`config.mk`:
```
export PLATFORM = sky130hd
export DESIGN_NAME = rv_instr_encoder_flat
export DESIGN_NICKNAME = d
export VERILOG_FILES = /design/src/rtl/rv_instr_encoder_if.sv /design/src/rtl/rv_instr_encoder.sv /design/src/flat_wrapper.sv
export SDC_FILE = /design/constraint.sdc
export NUM_CORES = 1
export LEC_CHECK = 0
export ABC_AREA = 1
export CAP_MARGIN = 20
export CORE_ASPECT_RATIO = 0.7
export CORE_UTILIZATION = 40
export DETAILED_ROUTE_END_ITERATION = 7
export GPL_TIMING_DRIVEN = 1
export PLACE_DENSITY_LB_ADDON = 0.3
export SLEW_MARGIN = 10
export SYNTH_ARGS = -nofsm -noshare
export SYNTH_HDL_FRONTEND = slang
export SYNTH_SLANG_ARGS = --single-unit
```
`constraint.sdc`:
```
create_clock -name clk -period 1.65 [get_ports clk]
set_clock_uncertainty 0.05 [all_clocks]
set_input_delay 0.2475 -clock clk [delete_from_list [all_inputs] [get_ports clk]]
set_output_delay 0.2475 -clock clk [all_outputs]
set_load 0.01 [all_outputs]
```
`src/rtl/rv_instr_encoder_if.sv`:
```
// Bundle-in / packed-word-out interface of the RV64IM instruction encoder.
// The master side produces field bundles and consumes 64-bit fetch words.
interface rv_instr_encoder_if #(
  parameter int ERR_CNT_W = 8
);
  logic                 in_valid;
  logic                 in_ready;
  logic [2:0]           in_fmt;
  logic [6:0]           in_opcode;
  logic [2:0]           in_funct3;
  logic [6:0]           in_funct7;
  logic [4:0]           in_rd;
  logic [4:0]           in_rs1;
  logic [4:0]           in_rs2;
  logic [31:0]          in_imm;
  logic                 flush;
  logic                 out_valid;
  logic                 out_ready;
  logic [63:0]          out_data;
  logic                 half_pending;
  logic                 err;
  logic [ERR_CNT_W-1:0] err_count;

  modport master (
    output in_valid, in_fmt, in_opcode, in_funct3, in_funct7,
           in_rd, in_rs1, in_rs2, in_imm, flush, out_ready,
    input  in_ready, out_valid, out_data, half_pending, err, err_count
  );

  modport slave (
    input  in_valid, in_fmt, in_opcode, in_funct3, in_funct7,
           in_rd, in_rs1, in_rs2, in_imm, flush, out_ready,
    output in_ready, out_valid, out_data, half_pending, err, err_count
  );
endinterface

```
`src/rtl/rv_instr_encoder.sv`:
```
// Streaming RV64IM encoder: format-tagged field bundles become 32-bit words,
// packed two per 64-bit fetch word (older instruction in the low half).
module rv_instr_encoder #(
  parameter logic [31:0] NOP_WORD  = 32'h0000_0013,
  parameter int          ERR_CNT_W = 8
) (
  input  logic             clk,
  input  logic             reset_n,
  rv_instr_encoder_if.slave bus
);

  // True when v is a sign extension of its bits [sign_bit:0].
  function automatic logic imm_fits(input logic [31:0] v, input int unsigned sign_bit);
    logic [31:0] hi;
    hi = $signed(v) >>> sign_bit;
    return (hi == 32'h0000_0000) || (hi == 32'hFFFF_FFFF);
  endfunction

  logic [31:0]          word_s;
  logic                 imm_ok_s;
  logic                 legal_s;
  logic                 accept_s;
  logic                 slot_free_s;
  logic                 flush_req_s;

  logic [31:0]          half_q, half_d;
  logic                 half_pending_q, half_pending_d;
  logic [63:0]          out_data_q, out_data_d;
  logic                 out_valid_q, out_valid_d;
  logic                 flush_pend_q, flush_pend_d;
  logic                 err_q, err_d;
  logic [ERR_CNT_W-1:0] err_count_q, err_count_d;

  logic [31:0] imm_s;
  assign imm_s = bus.in_imm;

  // Field placement and immediate range check for each format.
  always_comb begin
    word_s   = 32'h0000_0000;
    imm_ok_s = 1'b0;
    case (bus.in_fmt)
      3'd0: begin
        word_s   = {bus.in_funct7, bus.in_rs2, bus.in_rs1, bus.in_funct3, bus.in_rd, bus.in_opcode};
        imm_ok_s = 1'b1;
      end
      3'd1: begin
        word_s   = {imm_s[11:0], bus.in_rs1, bus.in_funct3, bus.in_rd, bus.in_opcode};
        imm_ok_s = imm_fits(imm_s, 11);
      end
      3'd2: begin
        word_s   = {imm_s[11:5], bus.in_rs2, bus.in_rs1, bus.in_funct3, imm_s[4:0], bus.in_opcode};
        imm_ok_s = imm_fits(imm_s, 11);
      end
      3'd3: begin
        word_s   = {imm_s[12], imm_s[10:5], bus.in_rs2, bus.in_rs1, bus.in_funct3,
                    imm_s[4:1], imm_s[11], bus.in_opcode};
        imm_ok_s = imm_fits(imm_s, 12) && !imm_s[0];
      end
      3'd4: begin
        word_s   = {imm_s[31:12], bus.in_rd, bus.in_opcode};
        imm_ok_s = (imm_s[11:0] == 12'h000);
      end
      3'd5: begin
        word_s   = {imm_s[20], imm_s[10:1], imm_s[11], imm_s[19:12], bus.in_rd, bus.in_opcode};
        imm_ok_s = imm_fits(imm_s, 20) && !imm_s[0];
      end
      default: begin
        word_s   = 32'h0000_0000;
        imm_ok_s = 1'b0;
      end
    endcase
  end

  assign legal_s     = imm_ok_s && (bus.in_opcode[1:0] == 2'b11);
  assign slot_free_s = !out_valid_q || bus.out_ready;
  // A pending half may only complete into a free output slot.
  assign bus.in_ready = !half_pending_q || slot_free_s;
  assign accept_s    = bus.in_valid && bus.in_ready;
  assign flush_req_s = bus.flush || flush_pend_q;

  // Packer, flush and error-counter next state.
  always_comb begin
    half_d         = half_q;
    half_pending_d = half_pending_q;
    out_data_d     = out_data_q;
    out_valid_d    = out_valid_q && !bus.out_ready;
    flush_pend_d   = flush_pend_q;
    err_d          = 1'b0;
    err_count_d    = err_count_q;

    if (accept_s && !legal_s) begin
      err_d = 1'b1;
      if (err_count_q != {ERR_CNT_W{1'b1}}) begin
        err_count_d = err_count_q + {{(ERR_CNT_W-1){1'b0}}, 1'b1};
      end else begin
        err_count_d = err_count_q;
      end
    end else begin
      err_count_d = err_count_q;
    end

    if (accept_s && legal_s) begin
      if (half_pending_q) begin
        out_data_d     = {word_s, half_q};
        out_valid_d    = 1'b1;
        half_pending_d = 1'b0;
        flush_pend_d   = 1'b0;
      end else if (flush_req_s && slot_free_s) begin
        out_data_d   = {NOP_WORD, word_s};
        out_valid_d  = 1'b1;
        flush_pend_d = 1'b0;
      end else if (flush_req_s) begin
        // Slot busy: park the word and pad it once the slot frees.
        half_d         = word_s;
        half_pending_d = 1'b1;
        flush_pend_d   = 1'b1;
      end else begin
        half_d         = word_s;
        half_pending_d = 1'b1;
      end
    end else if (flush_req_s) begin
      if (!half_pending_q) begin
        flush_pend_d = 1'b0;
      end else if (slot_free_s) begin
        out_data_d     = {NOP_WORD, half_q};
        out_valid_d    = 1'b1;
        half_pending_d = 1'b0;
        flush_pend_d   = 1'b0;
      end else begin
        flush_pend_d = 1'b1;
      end
    end else begin
      flush_pend_d = flush_pend_q;
    end
  end

  // State registers with synchronous active-low reset.
  always_ff @(posedge clk) begin
    if (!reset_n) begin
      half_q         <= 32'h0000_0000;
      half_pending_q <= 1'b0;
      out_data_q     <= 64'h0;
      out_valid_q    <= 1'b0;
      flush_pend_q   <= 1'b0;
      err_q          <= 1'b0;
      err_count_q    <= {ERR_CNT_W{1'b0}};
    end else begin
      half_q         <= half_d;
      half_pending_q <= half_pending_d;
      out_data_q     <= out_data_d;
      out_valid_q    <= out_valid_d;
      flush_pend_q   <= flush_pend_d;
      err_q          <= err_d;
      err_count_q    <= err_count_d;
    end
  end

  assign bus.out_data     = out_data_q;
  assign bus.out_valid    = out_valid_q;
  assign bus.half_pending = half_pending_q;
  assign bus.err          = err_q;
  assign bus.err_count    = err_count_q;

endmodule

```
`src/flat_wrapper.sv`:
```
// flat-port wrapper written by rule: the top's interface ports become plain ports
module rv_instr_encoder_flat 
#(
  parameter logic [31:0] NOP_WORD  = 32'h0000_0013,
  parameter int          ERR_CNT_W = 8
)
  (clk, reset_n, bus_in_valid, bus_in_fmt, bus_in_opcode, bus_in_funct3, bus_in_funct7, bus_in_rd, bus_in_rs1, bus_in_rs2, bus_in_imm, bus_flush, bus_out_ready, bus_in_ready, bus_out_valid, bus_out_data, bus_half_pending, bus_err, bus_err_count);
  rv_instr_encoder_if #(.ERR_CNT_W(ERR_CNT_W)) bus_i ();
  input  logic clk;
  input  logic reset_n;
  input wire logic [$bits(bus_i.in_valid)-1:0] bus_in_valid;
  input wire logic [$bits(bus_i.in_fmt)-1:0] bus_in_fmt;
  input wire logic [$bits(bus_i.in_opcode)-1:0] bus_in_opcode;
  input wire logic [$bits(bus_i.in_funct3)-1:0] bus_in_funct3;
  input wire logic [$bits(bus_i.in_funct7)-1:0] bus_in_funct7;
  input wire logic [$bits(bus_i.in_rd)-1:0] bus_in_rd;
  input wire logic [$bits(bus_i.in_rs1)-1:0] bus_in_rs1;
  input wire logic [$bits(bus_i.in_rs2)-1:0] bus_in_rs2;
  input wire logic [$bits(bus_i.in_imm)-1:0] bus_in_imm;
  input wire logic [$bits(bus_i.flush)-1:0] bus_flush;
  input wire logic [$bits(bus_i.out_ready)-1:0] bus_out_ready;
  output wire logic [$bits(bus_i.in_ready)-1:0] bus_in_ready;
  output wire logic [$bits(bus_i.out_valid)-1:0] bus_out_valid;
  output wire logic [$bits(bus_i.out_data)-1:0] bus_out_data;
  output wire logic [$bits(bus_i.half_pending)-1:0] bus_half_pending;
  output wire logic [$bits(bus_i.err)-1:0] bus_err;
  output wire logic [$bits(bus_i.err_count)-1:0] bus_err_count;
  assign bus_i.in_valid = bus_in_valid;
  assign bus_i.in_fmt = bus_in_fmt;
  assign bus_i.in_opcode = bus_in_opcode;
  assign bus_i.in_funct3 = bus_in_funct3;
  assign bus_i.in_funct7 = bus_in_funct7;
  assign bus_i.in_rd = bus_in_rd;
  assign bus_i.in_rs1 = bus_in_rs1;
  assign bus_i.in_rs2 = bus_in_rs2;
  assign bus_i.in_imm = bus_in_imm;
  assign bus_i.flush = bus_flush;
  assign bus_i.out_ready = bus_out_ready;
  assign bus_in_ready = bus_i.in_ready;
  assign bus_out_valid = bus_i.out_valid;
  assign bus_out_data = bus_i.out_data;
  assign bus_half_pending = bus_i.half_pending;
  assign bus_err = bus_i.err;
  assign bus_err_count = bus_i.err_count;
  rv_instr_encoder #(.NOP_WORD(NOP_WORD), .ERR_CNT_W(ERR_CNT_W)) u_core (.clk(clk), .reset_n(reset_n), .bus(bus_i));
endmodule
```
**After elaboration in Yosys (flattened, before gate mapping)**

Cells that the tools add are included.

- Register bits after elaboration: 108
- Bits of input ports: 72
- Output and inout port bits: 76
- Logic and storage cells: 79

- $add $sub $neg: 1
- Eq/ne operators: 10
- Muxes and demuxes: 25
- Bitwise logic cells: 2
- Reduce and logical (&&, ||, !) cells: 34

Operators by type and width:

| cell | number |
|---|---|
| $mux 64 | 6 |
| $pmux 32 s6 | 1 |
| $eq 32x32->1 const B | 3 |
| $logic_not 32->1 | 3 |
| $mux 1 | 17 |
| $logic_not 12->1 | 1 |
| $add 8x1->8 const B | 1 |
| $logic_and 1x1->1 | 8 |
| $ne 8x8->1 const B | 1 |
| $reduce_bool 2->1 | 4 |
| $eq 3x2->1 const B | 2 |
| $eq 3x3->1 const B | 2 |
| $logic_or 1x1->1 | 6 |
| $logic_not 1->1 | 5 |
| $pmux 1 s5 | 1 |
| $reduce_and 2->1 | 2 |
| $reduce_and 4->1 | 1 |
| $eq 3x1->1 const B | 1 |
| $logic_not 3->1 | 1 |
| $reduce_and 3->1 | 1 |
| $reduce_bool 3->1 | 1 |
| $eq 2x2->1 const B | 1 |
| $not 1->1 | 2 |
| $reduce_or 2->1 | 1 |

**Longest topological paths before layout**

- Depth in word-level cells: 8
- Depth in mapped cells: 17

**Least setup slack after synthesis**

Ideal clock, no wire load.

- Path kind: reg-to-reg
- Start point: register u_core.half_pending_q, in the netlist u_core.bus.half_pending
- End point: register u_core.err_count_q[0], in the netlist u_core.bus.err_count[0]
- Library setup time: 127 ps
- Arrival: 1798 ps
- Data required time: 1473 ps
- Setup slack: -324 ps
- Cell stages (with the launch flop): 10
- Period minus slack after synthesis: 1974 ps
- Path through: dfxtp_1 buf_2 nand2_1 nand2_1 inv_1 buf_2 buf_1 nand3_1 o21ai_0 a21oi_1

- Longest elaborated chain between the ends: 5

Ends and longest elaborated chain:

| what | line | source |
|---|---|---|
| start: declaration | rv_instr_encoder.sv:27 | `logic half_pending_q, half_pending_d;` |
| start signal: assignment | rv_instr_encoder.sv:149 | `half_pending_q <= half_pending_d;` |
| $logic_not 1->1 | rv_instr_encoder.sv:77 | `assign bus.in_ready = !half_pending_q \|\| slot_free_s;` |
| $logic_or 1x1->1 | rv_instr_encoder.sv:77 |  |
| via bus_in_ready | flat_wrapper.sv:22 | `output wire logic [$bits(bus_i.in_ready)-1:0] bus_in_ready;` |
| $logic_and 1x1->1 | rv_instr_encoder.sv:78 | `assign accept_s = bus.in_valid && bus.in_ready;` |
| $logic_and 1x1->1 | rv_instr_encoder.sv:91 | `if (accept_s && !legal_s) begin` |
| $reduce_and 2->1 (no source line) | - |  |
| end signal: assignment | rv_instr_encoder.sv:146 | `err_count_q <= {ERR_CNT_W{1'b0}};` |
| end signal: assignment | rv_instr_encoder.sv:154 | `err_count_q <= err_count_d;` |
| end: declaration | rv_instr_encoder.sv:32 | `logic [ERR_CNT_W-1:0] err_count_q, err_count_d;` |

The timed path passes the listed nets, and every way through them passes these cells.
A chain may end at the register's enable or synchronous reset.

**Worst setup path in the final report**

- Start point: register u_core.out_valid_q, in the netlist u_core.bus.out_valid
- End point: register u_core.out_data_q[1], in the netlist u_core.bus.out_data[1]

- Longest elaborated chain between the ends: 7
- Elaborated cells on any way between the ends: 12

Ends and longest elaborated chain:

| what | line | source |
|---|---|---|
| start: declaration | rv_instr_encoder.sv:29 | `logic out_valid_q, out_valid_d;` |
| start signal: assignment | rv_instr_encoder.sv:151 | `out_valid_q <= out_valid_d;` |
| $logic_not 1->1 (*) | rv_instr_encoder.sv:75 | `assign slot_free_s = !out_valid_q \|\| bus.out_ready;` |
| $logic_or 1x1->1 (*) | rv_instr_encoder.sv:75 |  |
| $logic_or 1x1->1 | rv_instr_encoder.sv:77 |  |
| $logic_and 1x1->1 | rv_instr_encoder.sv:78 |  |
| $logic_and 1x1->1 | rv_instr_encoder.sv:102 | `if (accept_s && legal_s) begin` |
| $reduce_bool 2->1 (no source line) | - |  |
| $reduce_and 4->1 (no source line) | - |  |
| end signal: assignment | rv_instr_encoder.sv:150 | `out_data_q <= out_data_d;` |
| end: declaration | rv_instr_encoder.sv:28 | `logic [63:0] out_data_q, out_data_d;` |

Mark *: on every way between the ends. The rest lies on a longest branch, timed or not.

==> flow_summary.yaml <==
run_status:
  status: "finished with violations"
  violations: "negative setup slack"
yosys:
  synth_seq_cells: 108
  syn_area_um2: 5826
  synth_cell_types: 36
  async_flop_share_pct: 0
  synth_top_area_share_pct: 37.11
  ys_warn_count: 0
  ys_top_cells_by_area: "dfxtp_1, nand2_1, nor2_1"
  postSynthCellCount: 953
  yosysTopAreaCell: "dfxtp_1"
  syn_avg_cell_area_um2: 6.113
  seq_area_frac_synth_pct: 37.11
  synth_ff_type: "dfxtp_1"
  synth_edf_count: 0
  yosys-top-cells-count: "nand2_1, nor2_1, inv_1, dfxtp_1, nand3_1"
  synth.net_count: 1026
  yosysMostFrequentCell: "nand2_1"
timing:
  fmax_ghz: 0.5171
  layout_setup_ws_ns: -0.2839
  worst_pin_slew_ns: 0.5031
  slew_headroom_pct: 66.11
  slew_viol_final: 0
  post-route-min-period_ns: 1.934
  hold_violations: 0
  rsz0062_at_grt: "true"
  setup_viol: 101
  period_share_pct: 117.2
  tns_ns: -19.72
routing:
  dr.pass1.iters: 8
  vias: 8326
  first_iter_violations: 1189
  wl_per_cell_um: 20.39
  antenna_left: 0
  routed.top_layer: "met5"
  wl_um: 29630
  met3_length_um: 3891
  met1Wirelength_um: 11140
  dr_wl_met2_um: 12580
  route.detailed.drc: 0
  vias_per_cell: 5.730
pwr:
  internal_power_mw: 4.386
  leakage_nw: 5.079
  combPwrFrac_pct: 18.4
  p_clk_share_pct: 38.2
  p_sw_share_pct: 28.13
  p_total_mw: 6.103
  p_switching_mw: 1.716
  irDropWorstVdd_mv: 0.5275
  power_frac_seq_pct: 43.4
  power_density_nw_per_um2: 564.5
placement:
  gp_congestion: 0.8979
  hpwl_um: 14430
  io_buffers: 147
setup_path:
  critical_path_arrival_ns: 2.14
  worst_setup_path_start_kind: "flip-flop"
  rrSetupSlack_ns: -0.28
  crit_type: "reg -> reg"
  crit_required_ns: 1.85
  setup.worst_path.end_class: "flip-flop"
  r2r-start: "u_core.bus.out_valid"
  startpoint: "u_core.bus.out_valid"
  crit_fanout: 7
  rr_worst_depth: 14
  reg2reg_to: "u_core.bus.out_data[1]"
global_route:
  grt_max_degree: 67
  grt_pass1_vias: 7594
  grt_pass1_wl_um: 40010
  grt.total_usage_pct: 34.67
  antenna_found_initial: 1
  grt-ovfl-total: 0
layout:
  fin_nets: 1331
  area_growth_pct: 85.59
  n_fill_cell: 896
  antennaDiodeCount: 0
  layout-drive-gt1-share_pct: 38.64
die:
  die_area_um2: 15060
  coreArea_um2: 14050
  ioPinCount: 148
  die_h_um: 103.0
  rows: 36
  initial_utilization_pct: 41.45
  die-width_um: 146.2
clock_tree:
  cts_tree: "done"
  clockRootBuffer: "clkbuf_16"
  htreeDepth: 3
  postCtsHoldBufs: 0
  insertion_delay_ns: 0.36
  cts.sinks: 108
  clkTransAtPathRegs_ns: 0.09
  clockBufferDepth: 2
  cts_made_buffers: 9
hold_path:
  hp-class: "in -> reg"
  min_path_cells: 4
  hold_end: "u_core.bus.out_data[21]"
  min_from: "reset_n"
flow_run:
  drv_cap: 0
## kinds of logic after synthesis
logic type,synth area share [%]
simple gates,39.45
buf+inv,11.53
compound gates,10.78
flops,37.11
xor+xnor,0.9021
fa+ha+maj,0.2147
## through the flow
stage	instances	instance area (µm²)	utilization [%]	hold WS (ns)	setup WS (ns)
2_1_floorplan	953	5887	-	0.3609	-0.07735
3_5_place_dp	1360	8318	59.19	0.3976	-0.8873
3_3_place_gp	1360	8318	59.19	0.3928	-0.8739
5_1_grt	1453	10810	76.93	0.3756	-0.3331
4_1_cts	1445	10280	73.13	0.3484	-0.1446
6_report	1453	10810	76.93	0.3536	-0.2839
## sequential cells by signal (all words and copies together) (netlist names)
| register | count |
|---|---|
| u_core.bus.out_data | 64 |
| u_core.bus.err_count | 8 |
| u_core.flush_pend_q | 1 |
| u_core.bus.err | 1 |
| u_core.bus.out_valid | 1 |
| u_core.bus.half_pending | 1 |
| u_core.half_q | 32 |
## worst max-delay path, cell delays in order (launching register included)
cell      delay [ns]
dfxtp_2         0.35
inv_2           0.04
nor2_4          0.14
nand2_2         0.10
nand2_2         0.07
inv_2           0.06
nand3_4         0.12
buf_12          0.13
clkinv_8        0.06
nand2_8         0.10
nand2_8         0.10
buf_6           0.15
buf_16          0.15
nor2_2          0.10
nor2_1          0.08
## metal layers
layer | up-vias | track usage (%)
met2 | 761 | 55.82
met3 | 228 | 8.982
met4 | 2 | 17.87
met1 | 3744 | 43.38
met5 | - | 0
li1 | 3591 | -
## power by group through the flow
| stage | registers [mW] | clock network, mW | logic (mW) |
|---|---|---|---|
| after floorplan | 2.71 | 0 | 0.303 |
| final | 2.65 | 2.33 | 1.12 |
| after global routing | 2.65 | 2.41 | 1.17 |
| after detailed placement | 2.70 | 0 | 0.870 |
| after CTS | 2.64 | 2.31 | 0.978 |
| after global placement | 2.70 | 0 | 0.865 |
## cell type report
class / count / area (µm²) / area share, %
clock buffers: 10 / 239.0 / 2.210
clock inverters: 6 / 71.32 / 0.6596
inverters: 117 / 489.2 / 4.525
multi-input cells: 683 / 4038 / 37.35
flip-flops and latches: 108 / 2167 / 20.04
well taps: 190 / 237.7 / 2.199
repair buffers: 334 / 3485 / 32.23
repair inverters: 5 / 85.08 / 0.7869
## cell usage in the layout, fill, tap and decap left out, drive strengths merged
cell type / count
nand3: 64
xor2: 4
nor2: 191
a221oi: 2
ha: 1
inv: 120
nand2: 278
a21oi: 46
bufinv: 1
buf: 208
nand4: 23
nor3: 4
o21ai: 51
o21a: 9
clkinv: 5
dfxtp: 108
clkdlybuf4s50: 103
o22ai: 1
xnor2: 2
dlymetal6s2s: 4
a211oi: 1
clkbuf: 16
clkinvlp: 2
dlygate4sd2: 13
a22o: 2
nor2b: 1
o211ai: 3
## how the worst max path moves through the flow
stage,cells past startpoint,endpoint,slack [ns]
6_report,14,u_core.bus.out_data[1],-0.28
5_1_grt,17,u_core.bus.out_data[23],-0.33
4_1_cts,18,u_core.half_q[3],-0.14
3_5_place_dp,14,u_core.bus.out_data[23],-0.89
3_3_place_gp,14,u_core.bus.out_data[23],-0.87
2_1_floorplan,16,u_core.bus.out_data[55],-0.08
## timing repair
item / CTS / global route
setup buffers: 50 / 8
setup endpoints to repair: 113 / 112
pin swaps: 112 / 80
gates resized for setup: 336 / 169
cloned: 20 / 7
Power figures use the tool's default switching activity.
